`src/rtl/arb_req_pkg.sv`:
```
// Shared types and helpers for the arbiter requester agent.
package arb_req_pkg;

    typedef enum logic [1:0] {
        IDLE,
        REQ,
        XFER,
        RELEASE
    } state_t;

    // Occupancy counter needs one extra bit so a full FIFO is representable.
    function automatic int unsigned level_width(input int unsigned depth);
        return $clog2(depth) + 1;
    endfunction

endpackage

```
`src/rtl/sync_fifo.sv`:
```
// Generic registered FIFO with full/empty/level flags; async active-low reset.
module sync_fifo #(
    parameter int unsigned WIDTH = 8,
    parameter int unsigned DEPTH = 4
) (
    input  logic                   clk,
    input  logic                   rst_n,
    input  logic                   push,
    input  logic                   pop,
    input  logic [WIDTH-1:0]       wdata,
    output logic [WIDTH-1:0]       rdata,
    output logic                   full,
    output logic                   empty,
    output logic [$clog2(DEPTH):0] level
);

    localparam int unsigned AW = $clog2(DEPTH);

    logic [WIDTH-1:0] mem_q [DEPTH];
    logic [AW-1:0]    wr_ptr_q, wr_ptr_d;
    logic [AW-1:0]    rd_ptr_q, rd_ptr_d;
    logic [AW:0]      level_q, level_d;
    logic             do_push, do_pop;

    assign full    = (level_q == (AW + 1)'(DEPTH));
    assign empty   = (level_q == '0);
    assign level   = level_q;
    assign rdata   = mem_q[rd_ptr_q];
    // No bypass: a full FIFO refuses a push even if a pop happens in the same cycle.
    assign do_push = push && !full;
    assign do_pop  = pop && !empty;

    always_comb begin
        wr_ptr_d = wr_ptr_q;
        rd_ptr_d = rd_ptr_q;
        level_d  = level_q;
        if (do_push) begin
            wr_ptr_d = wr_ptr_q + AW'(1);
        end
        if (do_pop) begin
            rd_ptr_d = rd_ptr_q + AW'(1);
        end
        case ({do_push, do_pop})
            2'b10:   level_d = level_q + (AW + 1)'(1);
            2'b01:   level_d = level_q - (AW + 1)'(1);
            default: level_d = level_q;
        endcase
    end

    always_ff @(posedge clk or negedge rst_n) begin
        if (!rst_n) begin
            wr_ptr_q <= '0;
            rd_ptr_q <= '0;
            level_q  <= '0;
        end else begin
            wr_ptr_q <= wr_ptr_d;
            rd_ptr_q <= rd_ptr_d;
            level_q  <= level_d;
        end
    end

    always_ff @(posedge clk) begin
        if (do_push) begin
            mem_q[wr_ptr_q] <= wdata;
        end
    end

endmodule

```
`src/rtl/arb_requester.sv`:
```
// Requester-side agent: queues posted writes, requests the arbiter and drains bursts.
// Optional grant-wait watchdog (timeout_err) enabled by defining ARB_REQ_TIMEOUT_EN.
module arb_requester
    import arb_req_pkg::*;
#(
    parameter int unsigned ADDR_WIDTH     = 32,
    parameter int unsigned DATA_WIDTH     = 32,
    parameter int unsigned FIFO_DEPTH     = 4,
    parameter int unsigned MAX_BURST      = 4,
    parameter int unsigned TIMEOUT_CYCLES = 1024
) (
    input  logic                                clk,
    input  logic                                rst_n,
    input  logic                                push_valid,
    output logic                                push_ready,
    input  logic [ADDR_WIDTH-1:0]               push_addr,
    input  logic [DATA_WIDTH-1:0]               push_data,
    output logic                                arb_req,
    input  logic                                arb_grant,
    output logic                                bus_valid,
    input  logic                                bus_ready,
    output logic [ADDR_WIDTH-1:0]               bus_addr,
    output logic [DATA_WIDTH-1:0]               bus_data,
    output logic [level_width(FIFO_DEPTH)-1:0]  fifo_level,
`ifdef ARB_REQ_TIMEOUT_EN
    output logic                                timeout_err,
`endif
    output logic                                active
);

    localparam int unsigned LEVEL_W = level_width(FIFO_DEPTH);
    localparam int unsigned BURST_W = $clog2(MAX_BURST + 1);
    localparam logic [BURST_W-1:0] BURST_LAST = BURST_W'(MAX_BURST);

    typedef struct packed {
        logic [ADDR_WIDTH-1:0] addr;
        logic [DATA_WIDTH-1:0] data;
    } cmd_t;

    if (FIFO_DEPTH < 2 || (FIFO_DEPTH & (FIFO_DEPTH - 1)) != 0 || MAX_BURST < 1 ||
        TIMEOUT_CYCLES < 1) begin : g_param_check
        $error("arb_requester: invalid parameter set");
    end

    state_t             state_q, state_d;
    logic [BURST_W-1:0] burst_q, burst_d, burst_inc;
    logic               arb_req_q, arb_req_d;
    cmd_t               push_cmd, head_cmd;
    logic               fifo_full, fifo_empty;
    logic               push_fire, pop_fire, last_pop;

    assign push_cmd   = '{addr: push_addr, data: push_data};
    assign push_ready = !fifo_full;
    assign push_fire  = push_valid && push_ready;
    assign bus_valid  = (state_q == XFER) && arb_grant && !fifo_empty;
    assign pop_fire   = bus_valid && bus_ready;
    assign bus_addr   = head_cmd.addr;
    assign bus_data   = head_cmd.data;
    assign arb_req    = arb_req_q;
    assign active     = (state_q != IDLE);
    assign burst_inc  = burst_q + BURST_W'(1);
    // This pop takes the last queued entry unless a push refills it in the same cycle.
    assign last_pop   = pop_fire && (fifo_level == LEVEL_W'(1)) && !push_fire;

    sync_fifo #(
        .WIDTH ($bits(cmd_t)),
        .DEPTH (FIFO_DEPTH)
    ) u_fifo (
        .clk   (clk),
        .rst_n (rst_n),
        .push  (push_valid),
        .pop   (pop_fire),
        .wdata (push_cmd),
        .rdata (head_cmd),
        .full  (fifo_full),
        .empty (fifo_empty),
        .level (fifo_level)
    );

    always_comb begin
        state_d = state_q;
        burst_d = burst_q;
        case (state_q)
            IDLE: begin
                if (!fifo_empty) state_d = REQ;
            end
            REQ: begin
                if (arb_grant) begin
                    state_d = XFER;
                    burst_d = '0;
                end
            end
            XFER: begin
                if (pop_fire) begin
                    burst_d = burst_inc;
                    if (burst_inc == BURST_LAST || last_pop) state_d = RELEASE;
                end else if (!arb_grant) begin
                    state_d = REQ;
                end
            end
            RELEASE: begin
                // Wait for the registered grant to clear so it is never reused.
                if (!arb_grant) state_d = fifo_empty ? IDLE : REQ;
            end
            default: state_d = IDLE;
        endcase
        arb_req_d = (state_d == REQ) || (state_d == XFER);
    end

    always_ff @(posedge clk or negedge rst_n) begin
        if (!rst_n) begin
            state_q   <= IDLE;
            burst_q   <= '0;
            arb_req_q <= 1'b0;
        end else begin
            state_q   <= state_d;
            burst_q   <= burst_d;
            arb_req_q <= arb_req_d;
        end
    end

`ifdef ARB_REQ_TIMEOUT_EN
    localparam int unsigned WAIT_W = $clog2(TIMEOUT_CYCLES) + 1;
    localparam logic [WAIT_W-1:0] WAIT_LAST = WAIT_W'(TIMEOUT_CYCLES - 1);

    logic [WAIT_W-1:0] wait_q, wait_d;
    logic              timeout_err_q, timeout_err_d;

    always_comb begin
        wait_d        = '0;
        timeout_err_d = timeout_err_q;
        if (state_q == REQ) begin
            wait_d = (wait_q == WAIT_LAST) ? wait_q : wait_q + WAIT_W'(1);
            if (wait_q == WAIT_LAST) timeout_err_d = 1'b1;
        end
    end

    always_ff @(posedge clk or negedge rst_n) begin
        if (!rst_n) begin
            wait_q        <= '0;
            timeout_err_q <= 1'b0;
        end else begin
            wait_q        <= wait_d;
            timeout_err_q <= timeout_err_d;
        end
    end

    assign timeout_err = timeout_err_q;
`endif

endmodule
```
`config.mk`:
```
export PLATFORM = sky130hd
export DESIGN_NAME = arb_requester
export DESIGN_NICKNAME = d
export VERILOG_FILES = /design/src/rtl/arb_req_pkg.sv /design/src/rtl/sync_fifo.sv /design/src/rtl/arb_requester.sv
export SDC_FILE = /design/constraint.sdc
export NUM_CORES = 1
export LEC_CHECK = 0
export BUFFER_PORTS_ARGS = -buffer_cell sky130_fd_sc_hd__clkbuf_2
export CORE_UTILIZATION = 45
export DETAILED_ROUTE_END_ITERATION = 8
export PLACE_DENSITY = 0.62
export SYNTH_ARGS = -nofsm -noshare
export SYNTH_HDL_FRONTEND = slang
export SYNTH_HIERARCHICAL = 1
export SYNTH_SLANG_ARGS = --single-unit
```
`constraint.sdc`:
```
create_clock -name clk -period 4.9 [get_ports clk]
set_input_delay 0.49 -clock clk [delete_from_list [all_inputs] [get_ports clk]]
set_output_delay 0.49 -clock clk [all_outputs]
set_load 0.01 [all_outputs]
```
Word-level counts from Yosys, hierarchy flattened
Memory sizes are Yosys's and may differ from the RTL's.
Index checks and enable logic that the tools add are counted.
{"block": "totals", "ff_bits": 13, "ram_bits": 256, "in_bits": 69, "wordCells": 56, "n_memories": 1}
{"block": "op_classes", "n_addsub": 5, "n_eq_ne": 12, "n_mux": 14, "reduce_logical": 18}
{"name": "u_fifo.mem_q", "depth": 4, "width": 64, "read_ports": 1, "rd_ports_with_merged_regs": 0, "write_ports": 1, "line_no": "sync_fifo.sv:19", "text": "logic [WIDTH-1:0] mem_q [DEPTH];"}
{"cell": "two-way mux 2 bit", "count": 6}
{"cell": "one-hot mux 3 bit (2 select lines)", "count": 2}
{"cell": "equality test 2 bit (second input constant)", "count": 4}
{"cell": "one-hot mux 2 bit (4 select lines)", "count": 1}
{"cell": "logical AND 1 bit", "count": 7}
{"cell": "adder 3 x 1 -> 3 bit (second input constant)", "count": 2}
{"cell": "equality test 2 x 1 -> 1 bit (second input constant)", "count": 3}
{"cell": "equality test 3 bit (second input constant)", "count": 2}
{"cell": "two-way mux 3 bit", "count": 2}
{"cell": "nonzero test 2 bit", "count": 3}
{"cell": "adder 2 x 1 -> 2 bit (second input constant)", "count": 2}
{"cell": "!= test 2 bit (second input constant)", "count": 2}
{"cell": "equality test 3 x 1 -> 1 bit (second input constant)", "count": 1}
{"cell": "zero test 1 bit", "count": 3}
{"cell": "zero test 3 bit", "count": 1}
{"cell": "two-way mux 1 bit", "count": 3}
{"cell": "AND reduction 3 bit", "count": 1}
{"cell": "subtractor 3 x 1 -> 3 bit (second input constant)", "count": 1}
{"cell": "zero test 2 bit", "count": 1}
{"cell": "logical OR 1 bit", "count": 2}

Logic depth before layout (Yosys ltp)
Gate-level depths: netlist (run 1).
{"block": "logic_depth", "word_depth": 12, "mapped_depth": 11, "mapped_depth_nobuf": 11}

Cells and area by module
Netlist (run 1), hierarchy kept.
{"module": "sync_fifo", "n_inst": 1, "cells_each": 371, "area_per_inst_um2": 9655.5, "seq_area_each_um2": 7862.5}
{"module": "arb_requester", "n_inst": 1, "cells_each": 39, "area_per_inst_um2": 377.9, "seq_area_each_um2": 150.1}

Least setup slack after synthesis (run 1)
Ideal clock, no wire load.
{"block": "synth_path", "path_type": "register to register", "startpoint": "register u_fifo.level_q[2] (netlist: u_fifo/level[2])", "endpoint": "memory u_fifo/mem_q[0][0] (netlist name), enable pin", "setup_time_ns": 0.429, "arrival_time_ns": 2.405, "required_time_ns": 4.471, "slack_ns": 2.066, "stages_incl_launch_ff": 4, "n_path_buf": 0, "period_less_slack_ns": 2.834, "path_cell_list": "dfrtp_1 > nor3b_2 > nor2b_2 > and2_1"}
{"block": "synth_between", "elab_chain_cells": 5}
{"item": "start, declared", "line_no": "sync_fifo.sv:22", "text": "logic [AW:0] level_q, level_d;"}
{"item": "start signal, assigned", "line_no": "sync_fifo.sv:58", "text": "level_q <= level_d;"}
{"item": "equality test 3 bit", "line_no": "sync_fifo.sv:25", "text": "assign full = (level_q == (AW + 1)'(DEPTH));"}
{"item": "named net fifo_full", "line_no": "arb_requester.sv:49", "text": "logic fifo_full, fifo_empty;"}
{"item": "zero test 1 bit", "line_no": "sync_fifo.sv:30", "text": "assign do_push = push && !full;"}
{"item": "logical AND 1 bit", "line_no": "sync_fifo.sv:30"}
{"item": "two-way mux 1 bit", "line_no": "sync_fifo.sv:63", "text": "if (do_push) begin"}
{"item": "two-way mux 1 bit (not written as such)", "line_no": "sync_fifo.sv:64", "text": "mem_q[wr_ptr_q] <= wdata;"}
{"item": "end, declared", "line_no": "sync_fifo.sv:19"}
The timed path passes the listed nets, and every way through them passes these cells.

Worst setup path in the final report (run 1)
{"block": "layout_path", "startpoint": "register u_fifo.rd_ptr_q[0]", "endpoint": "output port bus_addr[0]"}
{"block": "layout_between", "elab_chain_cells": 1}
{"item": "start, declared", "line_no": "sync_fifo.sv:21", "text": "logic [AW-1:0] rd_ptr_q, rd_ptr_d;"}
{"item": "start signal, assigned", "line_no": "sync_fifo.sv:57", "text": "rd_ptr_q <= rd_ptr_d;"}
{"item": "memory (4 x 64 bit)"}
{"item": "end, declared", "line_no": "arb_requester.sv:22", "text": "output logic [ADDR_WIDTH-1:0] bus_addr,"}
Every way passes these cells.

==> results of run 1 <==
-- where the power goes --
part           internal (mW)  leakage (nW)  switching [mW]
sequential              3.05          2.50           0.364
combinational          0.885          1.22           0.855
clock                   1.09         0.394           0.798
-- worst reg2reg max path, cell delays in order, from the launching register on --
cell and delay [ps]:
dfrtp_1 490, nor3_1 170, and4bb_4 390, nand2_2 80, inv_1 90, o31a_1 230
ha_1 220, inv_1 60, fa_1 370, xor2_1 150, nor2_1 110, xor2_1 160
-- metal layers --
layer,share of wire (%),vias to the layer above
met5,0,-
met4,1.6,0
met3,7.4,26
met2,50,119
met1,41,2365
li1,-,2037
-- through the flow --
stage	instance area, µm²	util [%]	setup slack, ps	std cells
final	11800	54.2	1600	868
after global routing	11800	54.2	1340	867
after CTS	11800	54.2	1470	867
after detailed placement	11000	50.4	2040	816
after global placement	11000	50.4	2060	816
after floorplan	10000	-	2070	410
-- worst max path at each step --
stage	startpoint	to	slack (ps)	cells after the start
final	u_fifo/rd_ptr_q[0]	bus_addr[0]	1600	3
after global routing	u_fifo/rd_ptr_q[0]	bus_addr[0]	1340	3
after CTS	u_fifo/rd_ptr_q[0]	bus_addr[0]	1470	3
after detailed placement	u_fifo/rd_ptr_q[0]	bus_addr[0]	2040	3
after global placement	u_fifo/rd_ptr_q[0]	bus_data[30]	2060	3
after floorplan	u_fifo/level[2]	u_fifo/mem_q[0][0]	2070	3
-- cell usage in the layout (no fill, tap or decap), types with 2 or more instances in the layout --
cell       instances
inv_1             10
dfrtp_1           11
edfxtp_1         256
clkinv_2           3
nand2_1            6
and2_4             4
o211ai_1           2
xor2_1             4
clkbuf_2         139
mux2i_1            3
inv_6              2
nand3_1            2
ha_1               7
dfrtp_4            2
nor2_1             3
mux4_2            64
clkbuf_16         27
xnor2_1            3
clkinv_1           4
clkbuf_1          11
-- kinds of logic after synthesis --
group,Yosys count,synth area share [%]
flip-flops,269,79.9
multiplexers,68,14.8
AND/OR/NAND/NOR,26,1.61
buffers and inverters,24,1.42
AO/OA/AOI/OAI,8,0.648
adder cells (fa/ha/maj),8,1.07
XOR/XNOR,7,0.611
-- cell type report --
type / count / area share, %
Sequential cell: 269 / 67.8
Clock buffer: 39 / 6.18
Antenna cell: 1 / 0.0212
Timing Repair Buffer: 141 / 6.03
Clock inverter: 11 / 0.719
Multi-Input combinational cell: 117 / 16.0
Tap cell: 280 / 2.96
Inverter: 10 / 0.317
-- state kept, by name (all words and copies together), names as in the netlist --
name and flops:
u_fifo/mem_q 256, arb_req 1, burst_q 3, u_fifo/wr_ptr_q 2
state_q 2, u_fifo/rd_ptr_q 2, u_fifo/level 3
-- what timing repair did --
item                      in CTS  in global routing
hold buffers                   1                  0
resized for setup              0                  0
hold endpoints to repair      13                  0
buffers inserted               0                  0
==> out/qor.yml, run 1 <==
run_status:
  status: "complete, no violations"
logic_synthesis:
  synth_edf_count: 256
  synth.most_common_cell: "edfxtp_1"
  synthTopCellsByCount: "256 x edfxtp_1, 64 x mux4_2, 13 x dfrtp_1"
  ys_warn_count: 6
  synth_seq_area_share_pct: 79.9
  synth_ff_type: "edfxtp_1"
  synth-async-reset-ratio_pct: 4.83
  synth_seq_cells: 269
  avgSynthCellArea_um2: 24.5
  synth.area.top_cells: "edfxtp_1 77%, mux4_2 14%, dfrtp_1 3.2%"
  yosysTopAreaCellShare_pct: 76.6
  syn_nets: 487
  synth_area_um2: 10000
  yosysUniqueCellTypes: 36
  synth_cells: 410
  yosysTopAreaCell: "edfxtp_1"
clocking:
  cts_buffer_depth: 3
  worstSkewPairLatency_ps: 520
  h-tree-depth: 1
  tritoncts: "built"
  cts_root_buffer: "clkbuf_16"
  cts_made_buffers: 27
  clock_sinks: 269
  path_clk_slew_ps: 60
power_and_ir_drop:
  power_mw: 7.04
  ir_drop_mv: 0.318
  leakage_nw: 4.12
  p_per_area_nw_per_um2: 595
die:
  io_pins: 140
  fp.dieArea_um2: 22900
  dieHeight_um: 151
  core-area_um2: 21800
  start_util_pct: 46.0
  die_w_um: 151
  num_rows: 54
setup_path:
  reg2reg_to: "u_fifo/level[2]"
  r2r-start: "u_fifo/level[0]"
  r2r_cells: 11
  required_ps: 4410
  path_cells: "buf_4, mux4_2, clkbuf_2"
  worstSetupEndpointType: "primary output"
  path_max_fanout: 54
  path_buf_inv: 2
  worstSetupStartpointType: "flop"
  critPathSlowestCell: "dfrtp_4"
  arrival_ps: 2810
  r2r_slack_ps: 2310
  crit_type: "flop to primary output"
  crit_path_max_incr_delay_ps: 1140
  crit_family: "flip-flops"
place:
  port_buffers: 139
  gp_congestion: 0.733
  dpl.hpwl_um: 9850
route:
  wl_per_cell_um: 19.9
  drtIter0Drc: 199
  via_per_inst: 5.24
  drc: 0
  drtPass1Iterations: 4
  routed_wl_um: 17300
  ant_nets: 0
  dr_total_vias: 4547
grt:
  grt_max_degree: 66
  grt.busiest_layer: "met2"
  grt_use_met1_pct: 19.5
  overflow: 0
  grtUsageMet3_pct: 4.67
  antenna_found_initial: 1
  grt_util_all_layers_pct: 15.4
  first_global_vias: 4755
  grt_pass1_wl_um: 26100
  grtUsageMet2_pct: 25.8
cells_and_area:
  seq_area_um2: 8020
  multi_input_area_um2: 1890
  num-nets-final: 643
  areaGrowthSynthToFinish_pct: 17.9
  final.fill_count: 1694
  drive_gt1_share_pct: 43.1
sta:
  report.final.hold_viol_count: 0
  fmax_mhz: 303
  fin_crit_sh_pct: 67.4
  fin_hold_ws_ps: 179
  finalSetupViolCount: 0
  min_period_ps: 3300
  slew_viol_final: 0
  tightest_slew_ps: 1080
  relSlewSlack_pct: 28.1
  finalSetupTns_ps: 0
  clock_skew_ps: 14.6
  grt_setup_unrepaired: "no"
hold_path:
  holdCritStartpoint: "push_data[7]"
  hold_class: "input pin to flop"
  hold_path_depth: 1
  whs_endpoint: "u_fifo/mem_q[1][7]"
job:
  drv_cap: 0
No activity file was read; power rests on OpenSTA's default activity.
==> run 2: changes to the inputs <==
ABC_AREA = 1   (was not set)
PLACE_DENSITY = 0.64   (was 0.62)
clock period = 2.9 ns   (was 4.9 ns; I/O delays follow)
==> run 2 against run 1 <==
  * Final area increased by 14%
  * Setup slack got worse by 1200 ps
  * Global-route usage increased by 1.3 points
  * Area after synthesis increased by 9.5%
  * Non-clock buffer count increased by 79
  * Total power increased by 78%
  * Critical path depth increased by 3
  * Hold slack got worse by 120 ps
  * Critical path type unchanged
  * Largest power group unchanged
==> out/qor.yml, run 2 <==
sta:
  relSlewSlack_pct: 42.4  # was 28.1%
  setup_ws_ps: 436  # was 1600 ps
  grt_setup_unrepaired: "no"  # unchanged
  fmax_mhz: 406
  min_period_ps: 2460
  tightest_slew_ps: 865  # was 1080 ps
  clock_skew_ps: 5.98  # was 14.6 ps
  slew_viol_final: 0  # unchanged
  report.final.hold_viol_count: 0  # unchanged
  fin_hold_ws_ps: 59.4  # was 179 ps
  finalSetupViolCount: 0  # unchanged
  finalSetupTns_ps: 0  # unchanged
  fin_crit_sh_pct: 85.0
route:
  drtPass1Iterations: 4  # unchanged
  drc: 0  # unchanged
  via_per_inst: 4.76  # was 5.24
  routed_wl_um: 20500  # was 17300 µm
  dr_wl_met2_um: 10100  # was 8660 µm
  top_layer_used: "met4"  # unchanged
  met3WireLength_um: 1130  # was 1290 µm
  ant_nets: 0  # unchanged
  drtIter0Drc: 321  # was 199
  wl_met1_um: 8940  # was 7060 µm
  wl_per_cell_um: 14.6  # was 19.9 µm
  dr_total_vias: 6703  # was 4547
logic_synthesis:
  synth.most_common_cell: "edfxtp_1"  # unchanged
  yosysTopAreaCellShare_pct: 70.0  # was 76.6%
  synth_area_um2: 11000  # was 10000 µm²
  synth_seq_area_share_pct: 72.9  # was 79.9%
  synth_cells: 861  # was 410
  synth_edf_count: 256  # unchanged
  synth_seq_cells: 269  # unchanged
  syn_nets: 938  # was 487
  ys_warn_count: 6  # unchanged
  synth.area.top_cells: "edfxtp_1 70%, o211ai_1 8.7%, nand2_1 7.5%"  # was edfxtp_1 77%, mux4_2 14%, dfrtp_1 3.2%
  synthTopCellsByCount: "256 x edfxtp_1, 221 x nand2_1, 159 x inv_1"  # was 256 x edfxtp_1, 64 x mux4_2, 13 x dfrtp_1
  avgSynthCellArea_um2: 12.8  # was 24.5 µm²
  synth-async-reset-ratio_pct: 4.83  # unchanged
  yosysTopAreaCell: "edfxtp_1"  # unchanged
  synth_ff_type: "edfxtp_1"  # unchanged
  yosysUniqueCellTypes: 23  # was 36
die:
  dieHeight_um: 158  # was 151 µm
  num_rows: 56  # was 54
  io_pins: 140  # unchanged
  die_w_um: 158  # was 151 µm
  fp.dieArea_um2: 25000  # was 22900 µm²
  start_util_pct: 46.4  # was 46.0%
  core-area_um2: 23700  # was 21800 µm²
cells_and_area:
  largest_reg_flops: 256  # unchanged
  final_cell_mix: "256 x edfxtp_1, 221 x nand2_1, 158 x inv_1"  # was 256 x edfxtp_1, 139 x clkbuf_2, 64 x mux4_2
  final_common_cell: "edfxtp_1"  # unchanged
  top_register: "u_fifo/mem_q"  # unchanged
  num-nets-final: 1145  # was 643
  drive_gt1_share_pct: 18.4  # was 43.1%
  final.fill_count: 1958  # was 1694
  areaGrowthSynthToFinish_pct: 22.4  # was 17.9%
place:
  port_buffers: 139  # unchanged
  dpl.hpwl_um: 11800  # was 9850 µm
  gp_congestion: 0.731  # was 0.733
  dpl_worst_slack_ps: 628  # was 2040 ps
setup_path:
  worstSetupStartpointType: "flop"  # unchanged
  critPathSlowestCell: "inv_6"  # was dfrtp_4
  crit_path_max_incr_delay_ps: 460  # was 1140 ps
  cpMostUsedCell: "nand2_1"
  path_buf_inv: 3  # was 2
  required_ps: 2610  # was 4410 ps
  path_max_fanout: 83  # was 54
  crit_family: "buffers and inverters"  # was flip-flops
  crit_type: "flop to primary output"  # unchanged
  worstSetupEndpointType: "primary output"  # unchanged
  path_cells: "inv_6, buf_4, nand2_1, o211ai_1, nand2_1, clkbuf_2"  # was buf_4, mux4_2, clkbuf_2
  arrival_ps: 2170  # was 2810 ps
clocking:
  cts_buffer_depth: 3  # unchanged
  clock_sinks: 269  # unchanged
  worstSkewPairLatency_ps: 520  # about the same
  path_clk_slew_ps: 60  # about the same
  post_cts_resized: 0  # unchanged
  cts_made_buffers: 27  # unchanged
  cts_root_buffer: "clkbuf_16"  # unchanged
  tritoncts: "built"  # unchanged
  h-tree-depth: 1  # unchanged
job:
  drv_cap: 0  # unchanged
grt:
  overflow: 0  # unchanged
  first_global_vias: 6372  # was 4755
  grt_util_all_layers_pct: 16.7  # was 15.4%
  antenna_found_initial: 1  # unchanged
  grt_max_degree: 84  # was 66
  grt_pass1_wl_um: 32000  # was 26100 µm
run_status:
  status: "complete, no violations"  # unchanged
power_and_ir_drop:
  ir_drop_mv: 0.530  # was 0.318 mV
  leakage_nw: 5.60  # was 4.12 nW
  p_per_area_nw_per_um2: 932  # was 595 nW/µm²
hold_path:
  hold_class: "input pin to flop"  # unchanged
[run 2: cell types whose count changed in the layout (fill, tap and decap cells not counted), sizes merged, moves of 5 or more]
cell,before,now
clkinv,7,13
inv,12,161
mux4,64,0
and2,5,0
nor2,3,10
o211ai,2,128
buf,1,16
dlygate4sd3,1,65
nand2,7,223
nand3,2,13
[run 2: cells by family (layout without fill, tap and decap cells)]
logic type      after synthesis  count (layout)  synth area share [%]
xor+xnor                      1               1                0.0797
simple gates                247             247                  8.77
buf+inv                     202             430                  8.16
fa+ha+maj                     8               8                 0.979
other cells                   0               1                     0
compound gates              134             134                  9.09
flops                       269             269                  72.9
[run 2: metrics by stage]
step | instances | cell area (µm²) | util, % | total power [mW]
final | 1409 | 13400 | 56.8 | 12.5
after global routing | 1409 | 13400 | 56.8 | 13.4
after CTS | 1408 | 13400 | 56.8 | 12.7
after detailed placement | 1293 | 12000 | 50.7 | 9.57
after global placement | 1293 | 12000 | 50.7 | 9.50
after floorplan | 861 | 11000 | - | 8.14
[run 2: area by class of cell]
type                            instances  area (µm²)  share of cell area, %
Timing Repair Buffer                  220        1540                   11.5
Antenna cell                            1        2.50                 0.0186
Tap cell                              319         399                   2.97
Inverter                              160         606                   4.50
Multi-Input combinational cell        390        2110                   15.7
Sequential cell                       269        8010                   59.6
Clock inverter                         15        70.1                  0.521
Clock buffer                           35         706                   5.25
[run 2: worst min-delay path: stages]
cell,delay (ps)
clkbuf_2,120
nand3_1,80
nand2_1,50
[run 2: worst paths after layout]
path / start / end / slack [ps] / cells past startpoint
max: u_fifo/rd_ptr_q[0] / bus_data[0] / 440 / 6
min: push_valid / u_fifo/wr_ptr_q[1] / 60 / 3
max reg2reg: u_fifo/level[1] / u_fifo/level[2] / 610 / 15
min reg2reg: u_fifo/level[0] / u_fifo/level[0] / 510 / 1
max in group asynchronous: rst_n / u_fifo/rd_ptr_q[1] / 2430 / 2
min in group asynchronous: rst_n / u_fifo/wr_ptr_q[1] / 200 / 2
[run 2: what timing repair did]
item	CTS	global route
hold buffers	65	0
endpoints found under the setup margin	0	0
endpoints found under the hold margin	269	0
buffers inserted	0	0
[run 2: routing by layer]
| metal | GRT usage, % | vias to the layer above |
|---|---|---|
| met3 | 3.73 | 31 |
| met5 | 0 | - |
| met2 | 29.5 | 152 |
| li1 | - | 3392 |
| met4 | 3.85 | 0 |
| met1 | 20.9 | 3128 |
[run 2: power breakdown]
group | switching, mW | internal, mW | total [mW] | leakage, nW
registers | 0.195 | 5.11 | 5.30 | 2.51
clock network | 1.34 | 1.71 | 3.04 | 0.377
logic | 2.76 | 1.42 | 4.18 | 2.72
total | 4.29 | 8.24 | 12.5 | 5.60
==> run 3: changes to the inputs <==
clock period = 1.98 ns   (was 2.9 ns; I/O delays follow)
==> run 3 against run 2 <==
  * Via count up 3.4%
  * First-iteration DRC count up 26%
  * Sequential cell count unchanged
  * Sequential share of layout area down 2.7 points
  * Critical endpoint is now bus_addr[27]
==> out/qor.yml, run 3 (synthesis gave the netlist of run 2 again) <==
run_status:
  status: "complete, no violations"  # unchanged
clocking:
  tritoncts: "built"  # unchanged
  h-tree-depth: 1  # unchanged
  clock_sinks: 269  # unchanged
  cts_buffer_depth: 3  # unchanged
  worstSkewPairLatency_ps: 520  # about the same
  cts_root_buffer: "clkbuf_16"  # unchanged
  path_clk_slew_ps: 60  # about the same
  cts_made_buffers: 28  # was 27
setup_path:
  crit_family: "buffers and inverters"  # unchanged
  r2r_slack_ps: 110  # was 610 ps
  reg2reg_to: "u_fifo/level[1]"  # was u_fifo/level[2]
  worstSetupStartpointType: "flop"  # unchanged
  worstSetupEndpointType: "primary output"  # unchanged
  required_ps: 1780  # was 2610 ps
  r2r_cells: 12  # was 15
  arrival_ps: 1770  # was 2170 ps
  critPathSlowestCell: "dfrtp_2"  # was inv_6
  path_buf_inv: 3  # unchanged
  r2r-start: "u_fifo/level[2]"  # was u_fifo/level[1]
  crit_path_max_incr_delay_ps: 480  # was 460 ps
  cpMostUsedCell: "nand2_1"  # unchanged
  crit_type: "flop to primary output"  # unchanged
  path_max_fanout: 20  # was 83
  path_cells: "inv_16, buf_16, nand2_1, o211ai_1, nand2_1, clkbuf_2"  # was inv_6, buf_4, nand2_1, o211ai_1, nand2_1, clkbuf_2
power_and_ir_drop:
  intPower_mw: 13.3  # was 8.24 mW
  p_per_area_nw_per_um2: 1420  # was 932 nW/µm²
  p_sw_mw: 6.68  # was 4.29 mW
  ir_drop_mv: 0.817  # was 0.530 mV
  seq_power_share_pct: 38.9  # was 42.3%
  leakage_nw: 5.89  # was 5.60 nW
  p_clk_share_pct: 25.7  # was 24.3%
  p_sw_share_pct: 33.4  # was 34.3%
  power_mw: 20.0  # was 12.5 mW
  combPwrFrac_pct: 35.4  # was 33.4%
route:
  routed_wl_um: 21900  # was 20500 µm
  ant_nets: 0  # unchanged
  wl_per_cell_um: 15.2  # was 14.6 µm
  drtPass1Iterations: 5  # was 4
  drtIter0Drc: 404  # was 321
  dr_total_vias: 6928  # was 6703
  drc: 0  # unchanged
  via_per_inst: 4.81  # was 4.76
die:
  core-area_um2: 23700  # unchanged
  die_w_um: 158  # unchanged
  start_util_pct: 46.4  # unchanged
  num_rows: 56  # unchanged
  fp.dieArea_um2: 25000  # unchanged
  dieHeight_um: 158  # unchanged
  io_pins: 140  # unchanged
cells_and_area:
  num-nets-final: 1175  # was 1145
  largest_reg_flops: 256  # unchanged
  top_register: "u_fifo/mem_q"  # unchanged
  diodes: 0  # was 1
  final_cell_mix: "256 x edfxtp_1, 217 x nand2_1, 152 x inv_1"  # was 256 x edfxtp_1, 221 x nand2_1, 158 x inv_1
  drive_gt1_share_pct: 22.6  # was 18.4%
  areaGrowthSynthToFinish_pct: 28.2  # was 22.4%
  final_common_cell: "edfxtp_1"  # unchanged
  instances_no_fill: 1439  # was 1409
  multi_input_area_um2: 2160  # was 2110 µm²
  seq_area_um2: 8020  # was 8010 µm²
  final.fill_count: 1982  # was 1958
hold_path:
  hold_class: "input pin to asynchronous set/reset pin"  # was input pin to flop
place:
  dp_cells: 1310  # was 1293
  port_buffers: 139  # unchanged
  gp_congestion: 0.780  # was 0.731
  dpl.hpwl_um: 12600  # was 11800 µm
grt:
  overflow: 0  # unchanged
  grt_pass1_wl_um: 33200  # was 32000 µm
  grt_max_degree: 57  # was 84
  grt_util_all_layers_pct: 17.3  # was 16.7%
  first_global_vias: 6566  # was 6372
  antenna_found_initial: 0  # was 1
sta:
  clock_skew_ps: 10.8  # was 5.98 ps
  relSlewSlack_pct: 75.0  # was 42.4%
  tightest_slew_ps: 375  # was 865 ps
  min_period_ps: 1970
  fin_crit_sh_pct: 99.5
  grt_setup_unrepaired: "yes"  # was no
  finalSetupViolCount: 0  # unchanged
  report.final.hold_viol_count: 0  # unchanged
  slew_viol_final: 0  # unchanged
  fmax_mhz: 507
job:
  drv_cap: 0  # unchanged
run 3: cell type report:
| class | count | share of cell area, % |
|---|---|---|
| Inverter | 160 | 4.38 |
| Tap cell | 319 | 2.83 |
| Sequential cell | 269 | 56.9 |
| Timing Repair inverter | 1 | 0.0799 |
| Clock buffer | 46 | 6.17 |
| Clock inverter | 6 | 0.408 |
| Multi-Input combinational cell | 390 | 15.4 |
| Timing Repair Buffer | 248 | 13.9 |
run 3: stage by stage:
step                      cell area [µm²]  hold slack, ps  setup TNS, ps  setup slack, ps  util (%)
after floorplan                     11100           -97.6         -27200             -122         -
after global placement              12300             122              0             49.5      51.8
after detailed placement            12300             125              0             4.28      51.8
after CTS                           14000            55.7           -238            -28.9      59.0
after global routing                14100             106          -2790            -99.9      59.5
final                               14100            99.0              0             9.16      59.5
run 3: power groups by stage:
stage / registers (mW) / logic, mW / clock network, mW
2_1_floorplan: 7.87 / 4.10 / 0
3_3_place_gp: 7.84 / 6.44 / 0
3_5_place_dp: 7.87 / 6.53 / 0
4_1_cts: 7.77 / 6.94 / 5.25
5_1_grt: 7.86 / 7.88 / 5.49
6_report: 7.77 / 7.08 / 5.13
run 3: worst register-to-register path: stages (launching register included):
cell     delay, ps
dfrtp_2        370
inv_2           40
nand3_2         80
inv_2           50
nor2_2          90
nand2_2         80
nor2_4         120
nand2_2         70
inv_2           60
ha_4           130
inv_2           40
fa_2           520
o21ai_0         80
run 3: what timing repair did:
| item | CTS | global route |
|---|---|---|
| gates resized for setup | 12 | 15 |
| setup buffers | 4 | 2 |
| pin swaps | 3 | 3 |
| hold buffers | 67 | 0 |
| hold endpoints to repair | 271 | 0 |
| gates cloned | 2 | 2 |
| setup endpoints to repair | 62 | 58 |
run 3: metal layers:
metal	up-vias	routed length, µm	share of wire (%)	track usage, %
met5	-	0	0	0
met4	0	318	1.5	4.03
met3	30	1420	6.5	4.19
met2	164	10600	48	29.4
met1	3292	9530	44	22.3
li1	3442	-	-	-
run 3: worst max-delay path by stage:
stage	start	end	slack, ps	cells after the start
floorplan	u_fifo/level[0]	u_fifo/mem_q[0][0]	-120	4
global placement	u_fifo/level[1]	u_fifo/level[2]	50	15
global route	u_fifo/rd_ptr_q[0]	bus_addr[1]	-100	6
detailed placement	u_fifo/level[1]	u_fifo/level[2]	4	15
finish	u_fifo/rd_ptr_q[0]	bus_addr[27]	9	6
CTS	u_fifo/rd_ptr_q[0]	bus_data[21]	-30	6
